**config.mk**
```make
export PLATFORM = sky130hd
export DESIGN_NAME = mux_scan_seq
export DESIGN_NICKNAME = d
export VERILOG_FILES = /design/src/rtl/mux_scan_seq_pkg.sv /design/src/rtl/mux_scan_seq.sv
export SDC_FILE = /design/constraint.sdc
export NUM_CORES = 1
export LEC_CHECK = 0
export ABC_CLOCK_PERIOD_IN_PS = 2400
export CORE_UTILIZATION = 35
export CTS_BUF_LIST = sky130_fd_sc_hd__clkbuf_4 sky130_fd_sc_hd__clkbuf_8
export DETAILED_ROUTE_END_ITERATION = 10
export GPL_TIMING_DRIVEN = 0
export SLEW_MARGIN = 20
export SYNTH_ARGS = -nofsm -noshare
export SYNTH_HDL_FRONTEND = slang
export SYNTH_SLANG_ARGS = --single-unit
```
**constraint.sdc**
```tcl
create_clock -name clk -period 2.4 [get_ports clk]
set_clock_uncertainty 0.05 [all_clocks]
set_input_delay 0.6 -clock clk [delete_from_list [all_inputs] [get_ports clk]]
set_output_delay 0.6 -clock clk [all_outputs]
set_load 0.02 [all_outputs]
```
**src/rtl/mux_scan_seq_pkg.sv**
```systemverilog
// Shared types and default widths for the mux scan sequencer.
// The defaults describe a 16:1 bit mux driven by a 4-bit select.
package mux_scan_seq_pkg;

    localparam int DATA_W = 16;
    localparam int SEL_W  = 4;

    typedef enum logic [1:0] {
        IDLE = 2'd0,
        SCAN = 2'd1,
        DONE = 2'd2
    } state_t;

endpackage

```
**src/rtl/mux_scan_seq.sv**
```systemverilog
// Drives a word onto an external bit mux and steps the select over a range.
// Each position is held for dwell+1 cycles; the mux result is captured on the last one.
module mux_scan_seq
    import mux_scan_seq_pkg::*;
#(
    parameter int DATA_W  = mux_scan_seq_pkg::DATA_W,
    parameter int SEL_W   = mux_scan_seq_pkg::SEL_W,
    parameter int DWELL_W = 4
) (
    input  logic               clk,
    input  logic               rst,
    input  logic               start_valid,
    output logic               start_ready,
    input  logic [DATA_W-1:0]  word_in,
    input  logic [SEL_W-1:0]   first_sel,
    input  logic [SEL_W-1:0]   last_sel,
    input  logic [DWELL_W-1:0] dwell,
    output logic [DATA_W-1:0]  mux_in,
    output logic [SEL_W-1:0]   mux_sel,
    input  logic               mux_out,
    output logic               res_valid,
    input  logic               res_ready,
    output logic [DATA_W-1:0]  res_word,
    output logic               res_mismatch,
    output logic [SEL_W:0]     res_count,
    output logic               busy
);

    localparam logic [SEL_W-1:0]   SEL_ONE   = {{(SEL_W-1){1'b0}}, 1'b1};
    localparam logic [SEL_W:0]     CNT_ONE   = {{SEL_W{1'b0}}, 1'b1};
    localparam logic [DWELL_W-1:0] DWELL_ONE = {{(DWELL_W-1){1'b0}}, 1'b1};

    state_t               state, state_nxt;
    logic [SEL_W-1:0]     last_q;
    logic [DWELL_W-1:0]   dwell_q;
    logic [DWELL_W-1:0]   dwell_cnt;
    logic                 accept;
    logic                 sample;
    logic                 final_pos;

    assign start_ready = (state == IDLE);
    assign busy        = (state == SCAN);
    assign res_valid   = (state == DONE);

    always_comb begin
        accept    = 1'b0;
        sample    = 1'b0;
        final_pos = 1'b0;
        state_nxt = state;
        case (state)
            IDLE: begin
                if (start_valid) begin
                    accept    = 1'b1;
                    state_nxt = SCAN;
                end
            end
            SCAN: begin
                sample    = (dwell_cnt == '0);
                final_pos = sample && (mux_sel == last_q);
                if (final_pos)
                    state_nxt = DONE;
            end
            DONE: begin
                // Returning to IDLE here keeps start_ready low during the handshake cycle.
                if (res_ready)
                    state_nxt = IDLE;
            end
            default: state_nxt = IDLE;
        endcase
    end

    always_ff @(posedge clk or posedge rst) begin
        if (rst)
            state <= IDLE;
        else
            state <= state_nxt;
    end

    always_ff @(posedge clk or posedge rst) begin
        if (rst) begin
            mux_in       <= '0;
            mux_sel      <= '0;
            last_q       <= '0;
            dwell_q      <= '0;
            dwell_cnt    <= '0;
            res_word     <= '0;
            res_count    <= '0;
            res_mismatch <= 1'b0;
        end else if (accept) begin
            mux_in       <= word_in;
            mux_sel      <= first_sel;
            last_q       <= last_sel;
            dwell_q      <= dwell;
            dwell_cnt    <= dwell;
            res_word     <= '0;
            res_count    <= '0;
            res_mismatch <= 1'b0;
        end else if (busy) begin
            if (!sample) begin
                dwell_cnt <= dwell_cnt - DWELL_ONE;
            end else begin
                res_word[mux_sel] <= mux_out;
                res_count         <= res_count + CNT_ONE;
                // Only scanned positions can contribute, so unscanned bits never flag.
                res_mismatch      <= res_mismatch | (mux_out ^ mux_in[mux_sel]);
                if (!final_pos) begin
                    mux_sel   <= mux_sel + SEL_ONE;
                    dwell_cnt <= dwell_q;
                end
            end
        end
    end

endmodule

```
Word level (Yosys, flattened, before mapping):

Index checks and enable logic that the tools add are counted.

* register bits after elaboration: 56
* bits of input ports: 33
* logic and storage cells: 64

* $add $sub $neg: 3
* order comparisons: 2
* equal/unequal tests: 8
* muxes and demuxes: 30
* bitwise operators: 2
* reduce and logical (&&, ||, !) cells: 10

Operators with widths (count)
* $mux W16: 3
* $mux W4: 8
* $bwmux W16: 1
* $mux W5: 3
* $mux W1: 9
* $mux W2: 3
* $pmux W2 S3: 1
* $reduce_and A3 Y1: 2
* $add A5 B1 Y5 const B: 1
* $lt A4 B5 Y1 const B: 1
* $add A4 B1 Y4 const B: 1
* $bmux W1 S4: 1
* $demux W1 S4: 1
* $eq A4 B4 Y1: 1
* $ge A4 B1 Y1 const B: 1
* $logic_not A4 Y1: 1
* $ne A2 B1 Y1 const B: 2
* $ne A2 B2 Y1 const B: 2
* $reduce_and A2 Y1: 2
* $reduce_bool A2 Y1: 2
* $sub A4 B1 Y4 const B: 1
* $ne A3 B3 Y1 const B: 1
* $eq A2 B1 Y1 const B: 1
* $eq A2 B2 Y1 const B: 1
* 4 further kinds: 5

Depth between registers and ports, before layout:

* word-level depth: 8
* mapped depth: 8
* depth with buffers taken out: 6

Least setup slack after synthesis:

Ideal clock, no wire load.

* path type: reg-to-reg
* from: register mux_sel[0]
* to: register res_mismatch
* setup time: 0.123 ns
* data arrival time: 1.618 ns
* setup slack: 0.609 ns
* cell stages (with the launch flop): 7
* path buffers: 1
* period minus slack after synthesis: 1.791 ns
* path through: dfrtp_1 > buf_6 > mux4_2 > a22oi_1 > nand3_1 > xnor2_1 > o21ai_1

* cells in the longest elaborated chain, start to end: 7

Ends and longest elaborated chain
* start: declaration: line mux_scan_seq.sv:19 `output logic [SEL_W-1:0] mux_sel,`
* start signal: assignment: line mux_scan_seq.sv:91 `mux_sel <= first_sel;`
* start signal: assignment: line mux_scan_seq.sv:107 `mux_sel <= mux_sel + SEL_ONE;`
* $bmux W1 S4: line mux_scan_seq.sv:105 `res_mismatch <= res_mismatch | (mux_out ^ mux_in[mux_sel]);`
* $mux W1 (implied by the code): line mux_scan_seq.sv:105
* $xor A1 B1 Y1: line mux_scan_seq.sv:105
* $or A1 B1 Y1: line mux_scan_seq.sv:105
* $mux W1: line mux_scan_seq.sv:99 `if (!sample) begin`
* $mux W1: line mux_scan_seq.sv:98 `end else if (busy) begin`
* $mux W1: line mux_scan_seq.sv:89 `end else if (accept) begin`
* end signal: assignment: line mux_scan_seq.sv:105
* end: declaration: line mux_scan_seq.sv:24 `output logic res_mismatch,`

No other way between the ends. The select of a mux whose other input is x is not followed.
A chain may end at the register's enable or synchronous reset.

Worst setup path after layout:

* from: register state[1]
* to: output port busy

* cells in the longest elaborated chain, start to end: 1

Ends and longest elaborated chain
* start: declaration: line mux_scan_seq.sv:33 `state_t state, state_nxt;`
* start signal: assignment: line mux_scan_seq.sv:76 `state <= state_nxt;`
* $eq A2 B1 Y1: line mux_scan_seq.sv:42 `assign busy = (state == SCAN);`
* end: declaration: line mux_scan_seq.sv:26 `output logic busy`

No other way between the ends.

==> metrics.txt <==
Max clock buf depth=2; first-pass GRT wire length=11.7 mm; root buffer cell=clkbuf_8; ys flop type=dfrtp_1; Max Fclk=455 MHz; DRT antenna net count=0; count of final max-slew check failures=0; CTS Buf Count=5; Worst-Skew Late Latency=0.30 ns; Hold Crit Start=dwell_q[3]; Clock power frac=12.6%; DR pass1 iterations=4; RR Endpoint=res_mismatch; Tcrit/Tclk final=91.5%; total gr overflow=0; syn avg cell area=9.39 um2; sequential cell fraction of total power=34.5%; final worst slack=0.203 ns; post-CTS setup buffer count=0; Seq/Total Area, Yosys=50.8%; Netlist cell types=39; Slew headroom=54.0%; initial antenna violation count=0; final wirelength=6.88 mm; Filler Cells Inserted=756; FP Rows=32; Routed WL per cell=14.4 um; Max Cap Viol=0; P&R area growth vs syn=36.2%; Worst Path Required=1.75 ns; r2r setup slk=0.47 ns; Final Hold Vio Count=0; post-synthesis register bit count=56; outcome=completed; Via density=4.92; most common cell after layout, fill and taps aside=nand2_1; Pint=2.79 mW; Synth Instances=294; largest net degree at the start of global routing=57; dpl ws=0.193 ns; initial core utilization=35.9%; die width=90.8 um; gr usage total=17.7%; CTS tree=built; power per cell area=1250 nW/um2; die area=8250 um2; routed via count=2357; setup TNS=0 ns; critical path type=reg -> out; syn_nets=334; Post-synth EDFFs=0; most frequent cells in the layout=85 x nand2_1, 77 x clkdlybuf4s50_1, 56 x dfrtp_1, 24 x nor2_1, 22 x nand3_1; Worst Setup SP=state[1]; clock sink count=56; 1st-iter DRT viols=171; # port buffers=77; Sw Ratio=40.9%; Final min period=2.20 ns; DP Wirelength=5.03 mm; Hold Path Class=reg -> reg; synth warn=0; Post-CTS Hold Buffers=0; GPL Wtd Cong=0.779; core box area=7690 um2; total power draw=4.71 mW; net count reported at finish=418; endpoint class of the critical path=output pin; Final setup viols=0; r2r worst-path depth=6; Hold Path Cell Cnt=2; cts repair resizes=0; htree depth=2; largest fanout on the critical path=4; Arr. time, crit path=1.55 ns; Post-Route Utilization=48.9%; vias in the first global route=2372; clock transition at the registers of the reported paths=0.09 ns; synthesized area=2760 um2; Final Hold Slack=0.432 ns; ANT cells=0; maximum VDD drop=0.651 mV; Comb pwr share=52.8%; Psw=1.92 mW; Worst Setup EP=busy; Pleak=1.80 nW; Synth async-reset ratio=100%; RSZ-0062 raised after global routing=false; CP Launch Type=register; reg2reg start=mux_sel[0]; Die H=90.8 um; ratio of cells with drive above 1 in the final layout=6.37%; worst slew pin tran=0.691 ns; I/O Pins=78; # DRC=0
critical path: stages (launching register included):
cell             delay (ns)
dfrtp_1                0.41
nor2b_2                0.20
clkdlybuf4s50_1        0.64
layout make-up:
cell class | instances | area (um2) | share of cell area, %
buffer | 18 | 106 | 2.83
clock buffer | 5 | 68.8 | 1.83
clock inverter | 1 | 30.0 | 0.799
inverter | 8 | 32.5 | 0.865
multi-input combinational | 212 | 1220 | 32.5
sequential | 56 | 1400 | 37.3
tap | 102 | 128 | 3.39
timing repair buffer | 77 | 771 | 20.5
stage by stage:
step	cell area, um2	instances
detailed placement	3660	473
finish	3760	479
CTS	3760	479
floorplan	2760	294
global route	3760	479
global placement	3660	473
logic make-up (layout without fill, tap and decap cells):
logic type	Yosys count	after routing	share of synthesized area, %
compound gates	30	30	6.80
xor+xnor	9	9	2.86
fa+ha+maj	7	7	3.17
buf+inv	26	109	4.94
flops	56	56	50.8
mux	17	17	8.34
simple gates	149	149	23.1
flip-flops by register name, indices dropped and copies added, names as in the netlist, 2 cells and up:
name,count
mux_in,16
res_word,16
res_count,5
dwell_cnt,4
dwell_q,4
last_q,4
mux_sel,4
state,2
worst min path at each step:
stage | endpoint | slack, ns
after floorplan | dwell_q[3] | 0.39
after global placement | dwell_q[2] | 0.41
after detailed placement | dwell_q[2] | 0.41
after CTS | dwell_q[3] | 0.44
after global routing | dwell_q[2] | 0.45
final | dwell_q[3] | 0.43
Yosys cell counts, drive strengths merged, types with 3 or more instances:
| library cell | n | area share (%) |
|---|---|---|
| clkbuf | 9 | 1.6 |
| a21oi | 6 | 1.1 |
| xnor2 | 5 | 1.6 |
| nand4 | 7 | 1.6 |
| a31oi | 3 | 0.68 |
| mux2i | 11 | 4.0 |
| nor2 | 24 | 3.3 |
| inv | 8 | 1.1 |
| xor2 | 4 | 1.3 |
| buf | 9 | 2.3 |
| ha | 7 | 3.2 |
| o21ai | 12 | 2.3 |
| nand3 | 22 | 4.0 |
| mux4 | 4 | 3.5 |
| dfrtp | 56 | 51 |
| nand2 | 85 | 12 |
routing by layer:
layer | wire (um) | vias up | global-route usage [%]
li1 | - | 1149 | -
met1 | 3210 | 1117 | 24.3
met2 | 3140 | 83 | 28.6
met3 | 460 | 8 | 4.63
met4 | 64 | 0 | 3.17
met5 | 0 | - | 0
power by group through the flow:
stage	clock network, mW	registers [mW]	logic [mW]
4_1_cts	0.610	1.63	2.51
2_1_floorplan	0	1.91	1.24
3_3_place_gp	0	1.65	2.45
3_5_place_dp	0	1.64	2.50
5_1_grt	0.647	1.69	2.73
6_report	0.595	1.63	2.49
Power figures use the tool's default switching activity.
